`config.mk`:
```
export PLATFORM = sky130hd
export DESIGN_NAME = ulut_bank
export DESIGN_NICKNAME = d
export VERILOG_FILES = /design/src/rtl/ulut_bank.sv
export SDC_FILE = /design/constraint.sdc
export NUM_CORES = 1
export LEC_CHECK = 0
export ABC_AREA = 1
export CORE_UTILIZATION = 50
export CTS_BUF_LIST = sky130_fd_sc_hd__clkbuf_4 sky130_fd_sc_hd__clkbuf_8
export CTS_CLUSTER_SIZE = 24
export DETAILED_ROUTE_END_ITERATION = 7
export PLACE_DENSITY = 0.68
export SLEW_MARGIN = 20
export SYNTH_ARGS = -nofsm -noshare
export SYNTH_HDL_FRONTEND = slang
export SYNTH_SLANG_ARGS = --single-unit
```
`constraint.sdc`:
```
create_clock -name clk -period 2.3 [get_ports clk]
set_input_delay 0.575 -clock clk [delete_from_list [all_inputs] [get_ports clk]]
set_output_delay 0.575 -clock clk [all_outputs]
set_load 0.03 [all_outputs]
```
`src/rtl/ulut_bank.sv`:
```
// Bank of CH independent K-input LUT channels. Truth tables are shifted in serially
// into a shadow register and committed atomically; evaluation is a 1-cycle registered pipeline.
module ulut_bank #(
  parameter int K  = 4,
  parameter int CH = 4,
  localparam int T     = 2 ** K,
  localparam int N     = CH * T,
  localparam int SEL_W = (CH > 1) ? $clog2(CH) : 1
) (
  input  logic              clk,
  input  logic              rst_n,
  input  logic              cfg_start,
  input  logic              cfg_valid,
  input  logic              cfg_bit,
  output logic              cfg_ready,
  output logic              cfg_done,
  output logic              busy,
  input  logic              in_valid,
  input  logic [CH*K-1:0]   in_data,
  input  logic [SEL_W-1:0]  sel,
  output logic              out_valid,
  output logic [CH-1:0]     out_data,
  output logic              mux_out,
  output logic [1:0]        state_dbg
);

  localparam int CNT_W = (N > 1) ? $clog2(N) : 1;
  localparam logic [CNT_W-1:0] LAST = CNT_W'(N - 1);

  // Handshake: a config bit transfers on a rising edge where cfg_valid && cfg_ready.
  // cfg_ready is high exactly while in LOAD; cfg_start in LOAD wins over a same-cycle bit.
  typedef enum logic [1:0] {
    IDLE   = 2'd0,
    LOAD   = 2'd1,
    COMMIT = 2'd2
  } state_t;

  state_t           state_q;
  logic [CNT_W-1:0] count_q;
  logic [N-1:0]     shadow_q;
  logic [N-1:0]     active_q;
  logic             cfg_ready_q;
  logic             cfg_done_q;
  logic             busy_q;

  logic             out_valid_q;
  logic [CH-1:0]    out_data_q;
  logic             mux_out_q;
  logic [CH-1:0]    eval_d;
  logic             mux_d;
  logic [(2**SEL_W)-1:0] eval_pad;

  always_ff @(posedge clk or negedge rst_n) begin
    if (!rst_n) begin
      state_q     <= IDLE;
      count_q     <= '0;
      shadow_q    <= '0;
      active_q    <= '0;
      cfg_ready_q <= 1'b0;
      cfg_done_q  <= 1'b0;
      busy_q      <= 1'b0;
    end else begin
      cfg_done_q <= 1'b0;
      case (state_q)
        IDLE: begin
          if (cfg_start) begin
            state_q     <= LOAD;
            count_q     <= '0;
            cfg_ready_q <= 1'b1;
            busy_q      <= 1'b1;
          end
        end
        LOAD: begin
          if (cfg_start) begin
            count_q <= '0;
          end else if (cfg_valid) begin
            // First accepted bit ends up in shadow_q[0] after all N shifts.
            shadow_q <= {cfg_bit, shadow_q[N-1:1]};
            count_q  <= count_q + CNT_W'(1);
            if (count_q == LAST) begin
              state_q     <= COMMIT;
              cfg_ready_q <= 1'b0;
              cfg_done_q  <= 1'b1;
            end
          end
        end
        COMMIT: begin
          active_q <= shadow_q;
          state_q  <= IDLE;
          busy_q   <= 1'b0;
        end
        default: begin
          state_q     <= IDLE;
          cfg_ready_q <= 1'b0;
          busy_q      <= 1'b0;
        end
      endcase
    end
  end

  for (genvar c = 0; c < CH; c++) begin : g_ch
    logic [T-1:0] tbl;
    assign tbl       = active_q[c*T +: T];
    assign eval_d[c] = tbl[in_data[c*K +: K]];
  end

  // Zero-padded so an out-of-range sel reads 0.
  always_comb begin
    eval_pad         = '0;
    eval_pad[CH-1:0] = eval_d;
    mux_d            = eval_pad[sel];
  end

  always_ff @(posedge clk or negedge rst_n) begin
    if (!rst_n) begin
      out_valid_q <= 1'b0;
      out_data_q  <= '0;
      mux_out_q   <= 1'b0;
    end else begin
      out_valid_q <= in_valid;
      if (in_valid) begin
        out_data_q <= eval_d;
        mux_out_q  <= mux_d;
      end
    end
  end

  assign cfg_ready = cfg_ready_q;
  assign cfg_done  = cfg_done_q;
  assign busy      = busy_q;
  assign out_valid = out_valid_q;
  assign out_data  = out_data_q;
  assign mux_out   = mux_out_q;
  assign state_dbg = state_q;

endmodule

```
== Yosys cells after proc, flatten, opt, wreduce, memory -nomap -nowiden ==
Cells that the tools add are included.

* Logic and storage cells: 63
* Register bits after elaboration: 145
* Output and inout bits: 11
* Input bits: 24

* $add $sub $neg: 1
* Reduce and logical (&&, ||, !) cells: 7
* $lt $le $gt $ge: 5
* Bitwise gates (word level): 3
* Multiplexer cells: 29
* Eq/ne operators: 8

{| class="wikitable"
|+ Operators by type and width
! cell !! count
|-
| $lt 4x5->1 const B || 4
|-
| $mux 6 || 3
|-
| $bmux 1 s4 || 4
|-
| $mux 1 || 13
|-
| $pmux 6 s2 || 1
|-
| $mux 2 || 4
|-
| $ne 2x2->1 const B || 4
|-
| $add 6x1->6 const B || 1
|-
| $eq 6x6->1 const B || 1
|-
| $reduce_and 3->1 || 2
|-
| $reduce_and 5->1 || 1
|-
| $pmux 2 s2 || 1
|-
| $reduce_and 4->1 || 1
|-
| $lt 2x3->1 const B || 1
|-
| $ne 3x3->1 const B || 1
|-
| $not 1->1 || 3
|-
| $pmux 1 s3 || 1
|-
| $bmux 1 s2 || 1
|-
| $eq 2x1->1 const B || 1
|-
| $eq 2x2->1 const B || 1
|-
| $logic_not 2->1 || 1
|-
| $pmux 1 s2 || 1
|-
| $reduce_and 2->1 || 1
|-
| $reduce_bool 2->1 || 1
|}

== Logic depth before layout (Yosys ltp) ==
* Word-level depth: 5
* Mapped depth: 12

== Worst setup path before layout ==
No wires, ideal clock.

* Path type: in2reg
* Start: input port in_data[8]
* End: register mux_out_q (netlist: mux_out)
* Slack: 0.887 ns
* Arrival: 1.296 ns
* Cell stages on the path: 11
* Cells stage by stage: buf_6 > nor2_1 > nor2_1 > o21ai_0 > nand3_1 > nand3_1 > nand3_1 > nand3_1 > nand2_1 > nand2_1 > nand2_1

* Word-level cells in the longest chain between the ends: 4

{| class="wikitable"
|+ RTL lines
! element !! line !! text
|-
| start, declared || 19 || <nowiki>input logic [CH*K-1:0] in_data,</nowiki>
|-
| $bmux 1 s4 || 104 || <nowiki>assign eval_d[c] = tbl[in_data[c*K +: K]];</nowiki>
|-
| $mux 1 (not written as such) || 104 ||
|-
| $bmux 1 s2 || 111 || <nowiki>mux_d = eval_pad[sel];</nowiki>
|-
| $mux 1 (not written as such) || 111 ||
|-
| end signal, assigned || 123 || <nowiki>mux_out_q <= mux_d;</nowiki>
|-
| end, declared || 48 || <nowiki>logic mux_out_q;</nowiki>
|}

Every way passes these cells. The select of a mux whose other input is x is not followed.
A chain may end at the register's enable or synchronous reset.

== Final worst setup path ==
* Start: register mux_out_q (netlist: mux_out)
* End: output port mux_out

{| class="wikitable"
|+ RTL lines
! element !! line !! text
|-
| end, declared || 23 || <nowiki>output logic mux_out,</nowiki>
|}

No word-level cell between the ends.

==> impl_metrics.ini <==
[yosys]
synth_cell_types = 27
syn_area_um2 = 6300
syn_avg_cell_area_um2 = 8.47
ys_seq_elements = 145
synth_edf_count = 0
synthTopCellsByArea = dfrtp_1 (58%), nand2_1 (13%), o21ai_0 (8.7%)
ys_seq_area_frac = 0.576
synth_common_cells = nand2_1 (225), dfrtp_1 (145), inv_1 (112), o21ai_0 (109), nand3_1 (42)
yosys_warnings = 0
synth_most_common_cell = nand2_1
synth_cells = 744
synth_ff_type = dfrtp_1
async_flop_share = 1.00
yosysTopAreaCell = dfrtp_1
synth_top_area_share = 0.576
synth.net_count = 769

[worst_setup_path]
critical_path.top_delay_family = buffers and inverters
worst_setup_path_end_kind = output pin
setup.worst_path.start_class = flop
cp_slowest_cell = clkdlybuf4s50_1
timing.critical_path.cells = clkdlybuf4s50_1
crit_type = flop to output pin
critPathBufInv = 1
cp.required_ns = 1.73
critPathMaxStageDelay_ns = 0.69
critPathMaxFanout = 2
arrival_ns = 1.55

[placed_design]
placed_cell_area_um2 = 6800
dpl.hpwl_mm = 8.23
portBuffers = 34
place_congestion = 0.891

[power]
peakVddDrop_mv = 0.382
power.leakage_nw = 3.36
p_switching_w = 0.00129
power_w = 0.00516
power_frac_seq = 0.525
intPower_w = 0.00388
power_density_nw_per_um2 = 717
pwr-share-comb = 0.094
switching_share = 0.249
pwr-share-clk = 0.381

[cts]
cts_max_path_buffers = 2
post-cts-setup-buffer-count = 0
clk_pin_slew_ns = 0.08
cts_resized = 0
htreeDepth = 4
cts_root_buf = clkbuf_8
cts_sinks = 145
clkLatencyLatePin_ns = 0.45
numCtsBuffers = 17
cts_tree = built
ctsHoldBuffers = 0

[sta]
finalSetupViolCount = 0
finalSetupTns_ns = 0
finalCriticalPeriod_ns = 2.12
skew_ns = 0.00943
rsz0062_at_grt = false
maxSlewViolCount = 0
finalHoldViolCount = 0
max_slew_margin = 0.651
fin_crit_sh = 0.924
fmax_ghz = 0.471
worstMarginPinSlew_ns = 0.521

[global_routing]
grt_pass1_vias = 4650
antenna_found_initial = 0
grt_pass1_wl_mm = 21.0
grt_usage = 0.208
grt_max_degree = 68
grt_overflow = 0

[floorplan]
die_h_um = 114
die_w_um = 114
core_um2 = 12200
ioPinCount = 35
dieArea_um2 = 13100
std_cell_rows = 40
initial_utilization = 0.518

[outcome]
status = complete, no violations

[routing]
vias = 4735
drc = 0
drtAntennaViolNets = 0
avgRoutedWirePerCell_um = 12.5
via_per_inst = 4.96
routed_wl_mm = 11.9
drtPass1Iterations = 5
first_iter_violations = 344

[layout]
nets = 800
finalInstanceArea_um2 = 7200
syn_to_final_growth_pct = 14.2
fill_cells = 1068
num_antenna_cells = 0
drive_gt1_frac = 0.0724

[job]
drv_cap = 0

[hold_path]
worst_hold_path_type = input port to async pin
## power by group through the flow
stage | Combinational (W) | Sequential (W) | Clock (W)
after floorplan | 0.000248 | 0.00278 | 0
after global placement | 0.000473 | 0.00275 | 0
after detailed placement | 0.000488 | 0.00276 | 0
after CTS | 0.000491 | 0.00271 | 0.00202
after global routing | 0.000551 | 0.00272 | 0.00212
final | 0.000483 | 0.00271 | 0.00197
## layout make-up
class | instances | area [µm²] | area share
clock inverter | 10 | 110 | 0.0153
tap | 168 | 210 | 0.0292
timing repair buffer | 45 | 502 | 0.0697
clock buffer | 21 | 283 | 0.0393
inverter | 117 | 459 | 0.0638
sequential | 145 | 3630 | 0.504
multi-input combinational | 449 | 2000 | 0.278
## metrics by stage
step                hold slack, ns  worst slack, ns   util  cells
floorplan                    0.279            0.887      -    744
global placement             0.467            0.142  0.559    924
detailed placement           0.469           0.0706  0.559    924
CTS                         0.0542           0.0244  0.591    955
global route                0.0649            0.124  0.592    955
finish                      0.0520            0.175  0.592    955
## routing by layer
metal | routed length (µm) | share of wire | track usage
met3 | 464 | 0.039 | 0.0519
met1 | 5640 | 0.47 | 0.272
met2 | 5400 | 0.45 | 0.321
met4 | 412 | 0.035 | 0.113
met5 | 0 | 0 | 0
## cell families (layout without fill, tap and decap cells)
logic type	count (synthesis)	after routing	share of synthesized area
AND/OR/NAND/NOR	299	299	0.191
buffers and inverters	150	193	0.108
adder cells (fa/ha/maj)	1	1	0.00198
AO/OA/AOI/OAI	149	149	0.123
flip-flops	145	145	0.576
## flip-flops by register name, indices dropped and copies added, names as in the netlist
signal	flops
active_q	64
busy	1
cfg_done	1
cfg_ready	1
count_q	6
mux_out	1
out_data	4
out_valid	1
shadow_q	64
state_dbg	2
## cells in the final DEF (no fill, tap or decap), types with 4 or more instances in the layout
| master | n |
|---|---|
| a21oi_1 | 5 |
| a31oi_1 | 4 |
| buf_12 | 6 |
| buf_4 | 5 |
| clkbuf_8 | 20 |
| clkdlybuf4s50_1 | 32 |
| clkinv_2 | 4 |
| clkinvlp_4 | 4 |
| dfrtp_1 | 145 |
| inv_1 | 112 |
| nand2_1 | 224 |
| nand3_1 | 42 |
| nor2_1 | 24 |
| o21ai_0 | 109 |
| o21ai_1 | 24 |
| o21ai_2 | 4 |
## final timing paths
| kind | startpoint | cells past startpoint | end | slack (ns) |
|---|---|---|---|---|
| worst max-delay path | mux_out$_DFFE_PN0P_ | 1 | mux_out | 0.18 |
| min in group clk | active_q[14]$_DFFE_PN0P_ | 2 | active_q[14]$_DFFE_PN0P_ | 0.48 |
| worst min-delay path | rst_n | 1 | count_q[0]$_DFFE_PN0P_ | 0.05 |
| worst min register to register | active_q[14]$_DFFE_PN0P_ | 2 | active_q[14]$_DFFE_PN0P_ | 0.48 |
| worst max register to register | count_q[0]$_DFFE_PN0P_ | 6 | cfg_ready$_DFFE_PN0P_ | 0.86 |
| max in group asynchronous | rst_n | 2 | active_q[42]$_DFFE_PN0P_ | 1.54 |
Note: power is estimated with default switching activity, not from simulation.
